==> config.mk <==
export PLATFORM = sky130hd
export DESIGN_NAME = output_port_scheduler
export DESIGN_NICKNAME = d
export VERILOG_FILES = /design/src/rtl/noc_pkg.sv /design/src/rtl/rr_priority_pick.sv /design/src/rtl/output_port_scheduler.sv
export SDC_FILE = /design/constraint.sdc
export NUM_CORES = 1
export LEC_CHECK = 0
export ABC_AREA = 1
export BUFFER_PORTS_ARGS = -buffer_cell sky130_fd_sc_hd__clkbuf_2
export CORE_UTILIZATION = 40
export DETAILED_ROUTE_END_ITERATION = 12
export GPL_ROUTABILITY_DRIVEN = 1
export PLACE_DENSITY = 0.69
export SYNTH_ARGS = -nofsm -noshare
export SYNTH_HDL_FRONTEND = slang
export SYNTH_HIERARCHICAL = 1
export SYNTH_SLANG_ARGS = --single-unit
==> constraint.sdc <==
create_clock -name clk -period 3.1 [get_ports clk]
set_input_delay 0.155 -clock clk [delete_from_list [all_inputs] [get_ports clk]]
set_output_delay 0.155 -clock clk [all_outputs]
set_load 0.01 [all_outputs]
==> src/rtl/noc_pkg.sv <==
// Types and defaults shared by the mesh router switch controllers and output port schedulers.
package noc_pkg;

    localparam int unsigned DEF_N_REQ   = 4;
    localparam int unsigned DEF_CREDITS = 4;

    typedef enum logic {SCHED_IDLE, SCHED_LOCKED} sched_state_t;

endpackage

==> src/rtl/rr_priority_pick.sv <==
// Round-robin priority pick: the first set request at or after ptr, wrapping modulo N_REQ.
module rr_priority_pick #(
    parameter int unsigned N_REQ = 4,
    localparam int unsigned PTR_W = $clog2(N_REQ)
) (
    input  logic [N_REQ-1:0] req,
    input  logic [PTR_W-1:0] ptr,
    output logic [N_REQ-1:0] gnt,
    output logic [PTR_W-1:0] idx
);

    logic        found;
    logic [31:0] pos;

    always_comb begin
        gnt   = '0;
        idx   = '0;
        found = 1'b0;
        pos   = '0;
        for (int unsigned i = 0; i < N_REQ; i++) begin
            pos = (32'(ptr) + i) % N_REQ;
            if (!found && req[pos]) begin
                found = 1'b1;
                idx   = PTR_W'(pos);
            end
        end
        if (found) begin
            gnt[idx] = 1'b1;
        end
    end

endmodule

==> src/rtl/output_port_scheduler.sv <==
// Per-output-port scheduler: round-robin arbitration, wormhole lock from head to tail,
// and flit transfers gated by a downstream credit counter.
module output_port_scheduler
    import noc_pkg::*;
#(
    parameter int unsigned N_REQ   = DEF_N_REQ,
    parameter int unsigned CREDITS = DEF_CREDITS,
    localparam int unsigned CNT_W  = $clog2(CREDITS + 1)
) (
    input  logic             clk,
    input  logic             rst,
    input  logic [N_REQ-1:0] req_i,
    input  logic [N_REQ-1:0] tail_i,
    input  logic             credit_i,
    output logic [N_REQ-1:0] grant_o,
    output logic             grant_v_o,
    output logic [N_REQ-1:0] pop_o,
    output logic             locked_o,
    output logic [CNT_W-1:0] credit_cnt_o,
    output logic             err_o
);

    localparam int unsigned PTR_W = $clog2(N_REQ);

    sched_state_t     state;
    logic [PTR_W-1:0] ptr;
    logic [PTR_W-1:0] owner;
    logic [CNT_W-1:0] credit_cnt;
    logic             err;

    logic [N_REQ-1:0] pick_gnt;
    logic [PTR_W-1:0] pick_idx;
    logic [PTR_W-1:0] winner;
    logic [PTR_W-1:0] winner_next;
    logic             has_credit;

    rr_priority_pick #(
        .N_REQ(N_REQ)
    ) u_pick (
        .req(req_i),
        .ptr(ptr),
        .gnt(pick_gnt),
        .idx(pick_idx)
    );

    always_comb begin
        grant_o    = '0;
        has_credit = (credit_cnt != '0);
        winner     = (state == SCHED_LOCKED) ? owner : pick_idx;
        // Held in reset so that no flit can complete in a reset cycle.
        if (!rst) begin
            if (state == SCHED_LOCKED) begin
                grant_o[owner] = 1'b1;
            end else if (has_credit) begin
                grant_o = pick_gnt;
            end
        end
        grant_v_o   = (|(grant_o & req_i)) && has_credit;
        pop_o       = grant_o & {N_REQ{grant_v_o}};
        winner_next = (winner == PTR_W'(N_REQ - 1)) ? '0 : winner + 1'b1;
    end

    always_ff @(posedge clk or posedge rst) begin
        if (rst) begin
            state      <= SCHED_IDLE;
            ptr        <= '0;
            owner      <= '0;
            credit_cnt <= CNT_W'(CREDITS);
            err        <= 1'b0;
        end else begin
            // The pointer moves only when a packet completes.
            if (grant_v_o) begin
                if (tail_i[winner]) begin
                    state <= SCHED_IDLE;
                    ptr   <= winner_next;
                end else begin
                    state <= SCHED_LOCKED;
                    owner <= winner;
                end
            end
            if (grant_v_o && !credit_i) begin
                credit_cnt <= credit_cnt - 1'b1;
            end else if (!grant_v_o && credit_i) begin
                if (credit_cnt == CNT_W'(CREDITS)) begin
                    err <= 1'b1;
                end else begin
                    credit_cnt <= credit_cnt + 1'b1;
                end
            end
        end
    end

    assign locked_o     = (state == SCHED_LOCKED);
    assign credit_cnt_o = credit_cnt;
    assign err_o        = err;

endmodule

# ---- Word level (Yosys, flattened, before mapping)
# Cells that the tools add are included.
dict set report classes {
  add_sub_neg 6
  n_mul 0
  n_div 0
  magnitude_cmp 9
  n_eq_ne 3
  shift 0
  mux 32
  bitwise 4
  reduce_logical 20
}
# op count
set ops {}
lappend ops {{$lt A2 B3 Y1 const B} 7}
lappend ops {{$mux W4} 4}
lappend ops {{$mux W1} 12}
lappend ops {{$mux W2} 6}
lappend ops {{$bmux W1 S2} 5}
lappend ops {{$mux W3} 3}
lappend ops {{$and A4 B4 Y4} 2}
lappend ops {{$logic_and A1 B1 Y1} 8}
lappend ops {{$reduce_and A2 Y1} 3}
lappend ops {{$logic_not A1 Y1} 5}
lappend ops {{$add A2 B1 Y2 const B} 2}
lappend ops {{$add A2 B2 Y2 const B} 2}
lappend ops {{$demux W1 S2} 2}
lappend ops {{$ge A2 B1 Y1 const B} 2}
lappend ops {{$reduce_or A4 Y1} 1}
lappend ops {{$add A3 B1 Y3 const B} 1}
lappend ops {{$eq A3 B3 Y1 const B} 1}
lappend ops {{$reduce_and A3 Y1} 1}
lappend ops {{$reduce_bool A3 Y1} 1}
lappend ops {{$sub A3 B1 Y3 const B} 1}
lappend ops {{$eq A2 B2 Y1 const B} 1}
lappend ops {{$ne A2 B2 Y1 const B} 1}
lappend ops {{$not A1 Y1} 2}
lappend ops {{$reduce_bool A2 Y1} 1}
dict set report word_totals {
  reg_bits 9
  latchBits 0
  mem_bits_rw 0
  mem_bits_ro 0
  out_inout_bits 14
  memories 0
}

# ---- Longest topological paths before layout
dict set report logic_depth {
  depth_word 27
  depth_mapped 26
}

# ---- Hierarchy
# Netlist, hierarchy kept.
# mod n_inst cells_each area_per_inst_um2 seq_area_each_um2
set modules_own_cells {}
lappend modules_own_cells {output_port_scheduler 1 108 748.2 226.5}
lappend modules_own_cells {rr_priority_pick 1 67 331.6 0.0}

# ---- Worst setup path after synthesis
# OpenSTA, ideal clock, no wires.
dict set report synth_timing {
  path_type {register to register}
  from {register ptr[0]}
  to {register credit_cnt[2] (netlist: credit_cnt_o[2])}
  setup_time_ps 81
  arrival_time_ps 2828
  required_ps 3019
  path_slack_ps 191
  stages_incl_launch_ff 27
  period_less_slack_ps 2909
  path_cell_list {dfrtp_1 -> buf_6 -> nand2_1 -> nand2_1 -> nand2_2 -> nand2_2 -> nor2_4 -> nand3_1 -> nand2_1 -> inv_2 -> nand2_2 -> nand2_1 -> inv_1 -> inv_1 -> nor2_1 -> nand2_1 -> nand2_1 -> nand3_1 -> nand2_1 -> nor2_2 -> nor2_4 -> ha_1 -> inv_1 -> fa_1 -> xnor2_1 -> nand3_1 -> xor2_1}
}
dict set report synth_between {
  elab_chain_cells 27
  word_cells_on_any_way 44
}
# item line_no
set synth_rtl {}
lappend synth_rtl {{start, declared} output_port_scheduler.sv:26} ;# logic [PTR_W-1:0] ptr;
lappend synth_rtl {{start signal, assigned} output_port_scheduler.sv:75} ;# ptr <= winner_next;
lappend synth_rtl {{parallel branches: the longest is 11 deep, another holds $add A2 B1 Y2} n/a}
lappend synth_rtl {{$mux W2 *} rr_priority_pick.sv:22} ;# if (!found && req[pos]) begin
lappend synth_rtl {{named net pick_idx[1]} output_port_scheduler.sv:32} ;# logic [PTR_W-1:0] pick_idx;
lappend synth_rtl {{$lt A2 B3 Y1 (not written as such) / $ge A2 B1 Y1 (equally long branches)} rr_priority_pick.sv:28} ;# gnt[idx] = 1'b1;
lappend synth_rtl {{$logic_and A1 B1 Y1 (not written as such)} rr_priority_pick.sv:28}
lappend synth_rtl {{$mux W1 (not written as such)} rr_priority_pick.sv:28}
lappend synth_rtl {{$demux W1 S2 *} n/a}
lappend synth_rtl {{$mux W4 *} rr_priority_pick.sv:27} ;# if (found) begin
lappend synth_rtl {{named net pick_gnt[2]} output_port_scheduler.sv:31} ;# logic [N_REQ-1:0] pick_gnt;
lappend synth_rtl {{(+3 left out)} n/a}
lappend synth_rtl {{$and A4 B4 Y4 *} output_port_scheduler.sv:58} ;# grant_v_o = (|(grant_o & req_i)) && has_credit;
lappend synth_rtl {{$reduce_or A4 Y1 *} output_port_scheduler.sv:58}
lappend synth_rtl {{$logic_and A1 B1 Y1 *} output_port_scheduler.sv:58}
lappend synth_rtl {{named net grant_v_o} output_port_scheduler.sv:16} ;# output logic grant_v_o,
lappend synth_rtl {{$logic_not A1 Y1} output_port_scheduler.sv:83} ;# end else if (!grant_v_o && credit_i) begin
lappend synth_rtl {{$logic_and A1 B1 Y1} output_port_scheduler.sv:83}
lappend synth_rtl {{$reduce_bool A2 Y1 (no line)} n/a}
lappend synth_rtl {{$reduce_and A2 Y1 (no line)} n/a}
lappend synth_rtl {{end signal, assigned} output_port_scheduler.sv:68} ;# credit_cnt <= CNT_W'(CREDITS);
lappend synth_rtl {{end signal, assigned} output_port_scheduler.sv:82} ;# credit_cnt <= credit_cnt - 1'b1;
lappend synth_rtl {{end signal, assigned} output_port_scheduler.sv:87} ;# credit_cnt <= credit_cnt + 1'b1;
lappend synth_rtl {{end, declared} output_port_scheduler.sv:28} ;# logic [CNT_W-1:0] credit_cnt;
# Mark *: on every way through the listed nets, which the timed path passes. The select of a mux whose other input is x is not followed.
# A chain may end at the register's enable or synchronous reset.

# ---- Worst setup path after layout
dict set report layout_timing {
  from {register ptr[0]}
  to {register credit_cnt[2] (netlist: credit_cnt_o[2])}
}
dict set report layout_between {
  elab_chain_cells 27
  word_cells_on_any_way 44
}
# item line_no
set layout_rtl {}
lappend layout_rtl {{parallel branches: the longest is 16 deep, another holds $lt A2 B3 Y1} n/a}
lappend layout_rtl {{$mux W4 *} rr_priority_pick.sv:27}
lappend layout_rtl {{named net pick_gnt[3]} output_port_scheduler.sv:31}
lappend layout_rtl {{$mux W4 *} output_port_scheduler.sv:54} ;# end else if (has_credit) begin
lappend layout_rtl {{$mux W4 *} output_port_scheduler.sv:52} ;# if (state == SCHED_LOCKED) begin
lappend layout_rtl {{$mux W4 *} output_port_scheduler.sv:51} ;# if (!rst) begin
lappend layout_rtl {{$and A4 B4 Y4 *} output_port_scheduler.sv:58}
lappend layout_rtl {{$reduce_or A4 Y1 *} output_port_scheduler.sv:58}
lappend layout_rtl {{$logic_and A1 B1 Y1 *} output_port_scheduler.sv:58}
lappend layout_rtl {{$logic_not A1 Y1} output_port_scheduler.sv:83}
lappend layout_rtl {{$logic_and A1 B1 Y1} output_port_scheduler.sv:83}
lappend layout_rtl {{$reduce_bool A2 Y1 (no line)} n/a}
lappend layout_rtl {{$reduce_and A2 Y1 (no line)} n/a}
# Marks and branches as above.

==> key figures <==
Synthesis
  • Async set-or-reset flop fraction in the synthesized netlist: 100%
  • Synthesized netlist cell count: 175
  • Number of synthesized flops with an enable pin: 0
  • Post-Syn Area: 0.00108 mm²
  • Top-area cell type share of the netlist area: 20.9%
  • Sequential cell area fraction in the yosys report: 21.0%
  • Top post-synthesis cells by area: nand2_1 21%, dfrtp_1 19%, inv_1 8.7%
  • Fraction of synthesized cell area in xor and xnor cells: 3.24%
  • Most common cell in the synthesized netlist: nand2_1
  • Yosys cell types: 25
  • Multiplexer share of the synthesized area: 0%
  • Main combinational cell family by area after synthesis: simple AND/OR/NAND/NOR gates
  • Post-synthesis compound-gate area fraction: 5.56%
  • Synthesized flop and latch total: 9
  • Synth Area in Simple Gates: 51.9%
  • Synthesized Nets: 189
  • Synth Area in Adders: 4.17%
  • Commonest cells post-synth: 60 x nand2_1, 25 x inv_1, 11 x nand2_2, 11 x nand3_1
  • Synth warn: 6
  • Syn_area_per_cell: 6.17 µm²
  • Synth area leader: nand2_1
  • Post-synth top flop: dfrtp_1

Die
  • Die X: 54.0 µm
  • I/O pin cnt: 25
  • Core ar.: 0.00252 mm²
  • Die ar.: 0.00291 mm²
  • Rows: 18
  • DIE HEIGHT: 54.0 µm
  • Starting Density: 42.8%

Placed design
  • GP Congestion: 0.892
  • Hpwl dp: 1930 µm
  • # port buffers: 24
  • Placed cells: 229

Cells and area
  • Final core utilization: 58.7%
  • Diode count: 0
  • Final Non-Filler Cells: 246
  • Total Nets Final: 231
  • Layout cells sized above 1: 46.8%
  • Layout area overhead: 37.1%

Routing
  • Wire length per cell: 11.0 µm
  • Met1 WL: 1210 µm
  • DR WL met2: 1410 µm
  • Final wirelength: 2710 µm
  • Number of antenna-violating nets in the routed design: 0
  • Top sig layer: met4
  • 1st-pass router iterations: 4
  • Starting DRT DRC Count: 14
  • Via count of the routed design: 1158
  • Residual DRC: 0
  • DR vias/cell: 4.71
  • Met3 wire length: 61 µm

Clock network
  • Worst-Skew Late Latency: 0.26 ns
  • Reg clk slew, reported paths: 0.06 ns
  • CTS sink count: 9
  • TritonCTS clock tree: yes
  • CTS Buf Count: 3
  • Clk root buf: clkbuf_4
  • Htree depth: 1
  • Buffer depth of the longest clock path: 2

Setup path
  • Crit path arrival time: 3.34 ns
  • CP max-delay cell: dfrtp_2
  • R2R setup slack: -0.05 ns
  • Max Fanout on Critical Path: 7
  • Critical Path End Type: flip-flop
  • CP Buf/Inv Count: 3
  • Cell Chain, Critical Path: buf_12, nand2_4, nand2_4, nand2_2, nand2_2, nor2_4, nand3_2, nand2_1, nand2_2, a21oi_1, inv_1, nor2_1, nand2_1, nand2_2, nand3_1, nand2_2, nor2_2, nor2_4, ha_4, inv_2, fa_2, xnor2_2, nand3_1, xor2_1
  • CP delay by family, top: simple AND/OR/NAND/NOR gates
  • Worst setup SP type: flip-flop
  • Critical path class: reg -> reg
  • Req. time, crit path: 3.29 ns
  • Slowest stage delay, CP: 0.46 ns
  • CP dominant cell by count: nand2_2

Global route
  • Initial antenna violation count: 0
  • Gr ovfl total: 0
  • First-pass GRT wire length: 4050 µm
  • Overall Global Routing Usage: 19.4%
  • Largest net degree at the start of global routing: 16
  • Vias in the first global route: 975

STA
  • Period utilisation layout: 102%
  • RSZ-0062 raised after global routing: true
  • Fin crit period: 3.15 ns
  • Max-slew violations: 0
  • Setup Skew: 0.000853 ns
  • Worst slew margin: 63.0%
  • Final worst slack: -0.0520 ns
  • Final Hold Viols: 0
  • Worst slew pin tran: 0.555 ns
  • Hold slack: 0.290 ns
  • Setup violators final: 1
  • Max Fclk: 317 MHz

Power and ir drop
  • Final Power: 1890 µW
  • Pwr dens: 1280 mW/mm²
  • Static Leak: 0.000835 µW
  • Max VDD drop: 0.000722 V

Run status
  • Failing checks: negative setup slack
  • Status: finished, violations left

Min path
  • Hold Path Class: in -> reg

Flow run
  • Max-Cap Viols: 0
## stage by stage
stage                     setup WS, ns  cell area (µm²)  setup TNS [ns]
after CTS                      0.00865             1300               0
final                          -0.0520             1480         -0.0520
after global placement         -0.0182             1240         -0.0182
after detailed placement       -0.0419             1240         -0.0419
after floorplan                  0.191             1080               0
after global routing            -0.314             1480          -0.422
## flip-flops by register name, summed over array words and instances, names as in the netlist
name          flops
credit_cnt_o      3
owner             2
err_o             1
locked_o          1
ptr               2
## worst paths after layout
kind,start,endpoint,depth (start not counted)
max,ptr[0]$_DFFE_PP0P_,credit_cnt_o[2]$_DFFE_PP1P_,24
min,credit_i,err_o$_DFFE_PP0P_,3
max reg2reg,ptr[0]$_DFFE_PP0P_,credit_cnt_o[2]$_DFFE_PP1P_,24
min reg2reg,err_o$_DFFE_PP0P_,err_o$_DFFE_PP0P_,1
max in group asynchronous,rst,ptr[1]$_DFFE_PP0P_,3
min in group asynchronous,rst,err_o$_DFFE_PP0P_,3
## routing by layer
| layer | up-vias | global-route usage, % |
|---|---|---|
| met1 | 522 | 24.8 |
| met5 | - | 0 |
| met2 | 14 | 33.7 |
| li1 | 618 | - |
| met4 | 0 | 7.89 |
| met3 | 4 | 0.847 |
## layout make-up
cell class              instances  area, µm²
clock buffers                   4       26.3
fillers                       249       1040
inverters                      34        135
multi-input cells             130        792
flip-flops and latches          9        229
well taps                      30       37.5
repair buffers                 39        260
## worst reg2reg max path, cell delays in order (launching register included)
cell and delay (ns):
dfrtp_2 0.46, buf_12 0.16, nand2_4 0.06, nand2_4 0.05, nand2_2 0.06, nand2_2 0.06, nor2_4 0.15, nand3_2 0.08
nand2_1 0.07, nand2_2 0.09, a21oi_1 0.14, inv_1 0.06, nor2_1 0.08, nand2_1 0.08, nand2_2 0.10, nand3_1 0.08
nand2_2 0.11, nor2_2 0.05, nor2_4 0.13, ha_4 0.17, inv_2 0.05, fa_2 0.37, xnor2_2 0.16, nand3_1 0.10
xor2_1 0.17
## kinds of logic (layout without fill, tap and decap cells)
group	Yosys count	count (layout)
AO/OA/AOI/OAI	11	11
flip-flops	9	9
AND/OR/NAND/NOR	112	112
buffers and inverters	36	77
XOR/XNOR	4	4
adder cells (fa/ha/maj)	3	3
## where the power goes
group / internal, µW / switching, µW / total (µW)
registers: 186 / 86.1 / 272
clock network: 49.7 / 43.4 / 93.2
logic: 626 / 896 / 1520
total: 862 / 1030 / 1890
## placed cells by master (no fill, tap or decap), drive strengths merged
| cell type | instances |
|---|---|
| nand3 | 15 |
| a31o | 1 |
| a21oi | 4 |
| clkbuf | 27 |
| dfrtp | 8 |
| nand2 | 73 |
| dfstp | 1 |
| o21ai | 5 |
| inv | 34 |
| nand4 | 5 |
| xnor2 | 1 |
| xor2 | 3 |
| a31oi | 1 |
| nor2 | 18 |
| nand3b | 1 |
| fa | 1 |
| buf | 15 |
| ha | 2 |
| dlygate4sd3 | 1 |
## timing repair
item | in CTS | in global routing
endpoints found under the setup margin | 1 | 3
endpoints found under the hold margin | 8 | 0
hold buffers | 1 | 0
pin swaps | 1 | 25
resized for setup | 4 | 27
setup buffers | 2 | 11
Note: power is estimated with default switching activity, not from simulation.
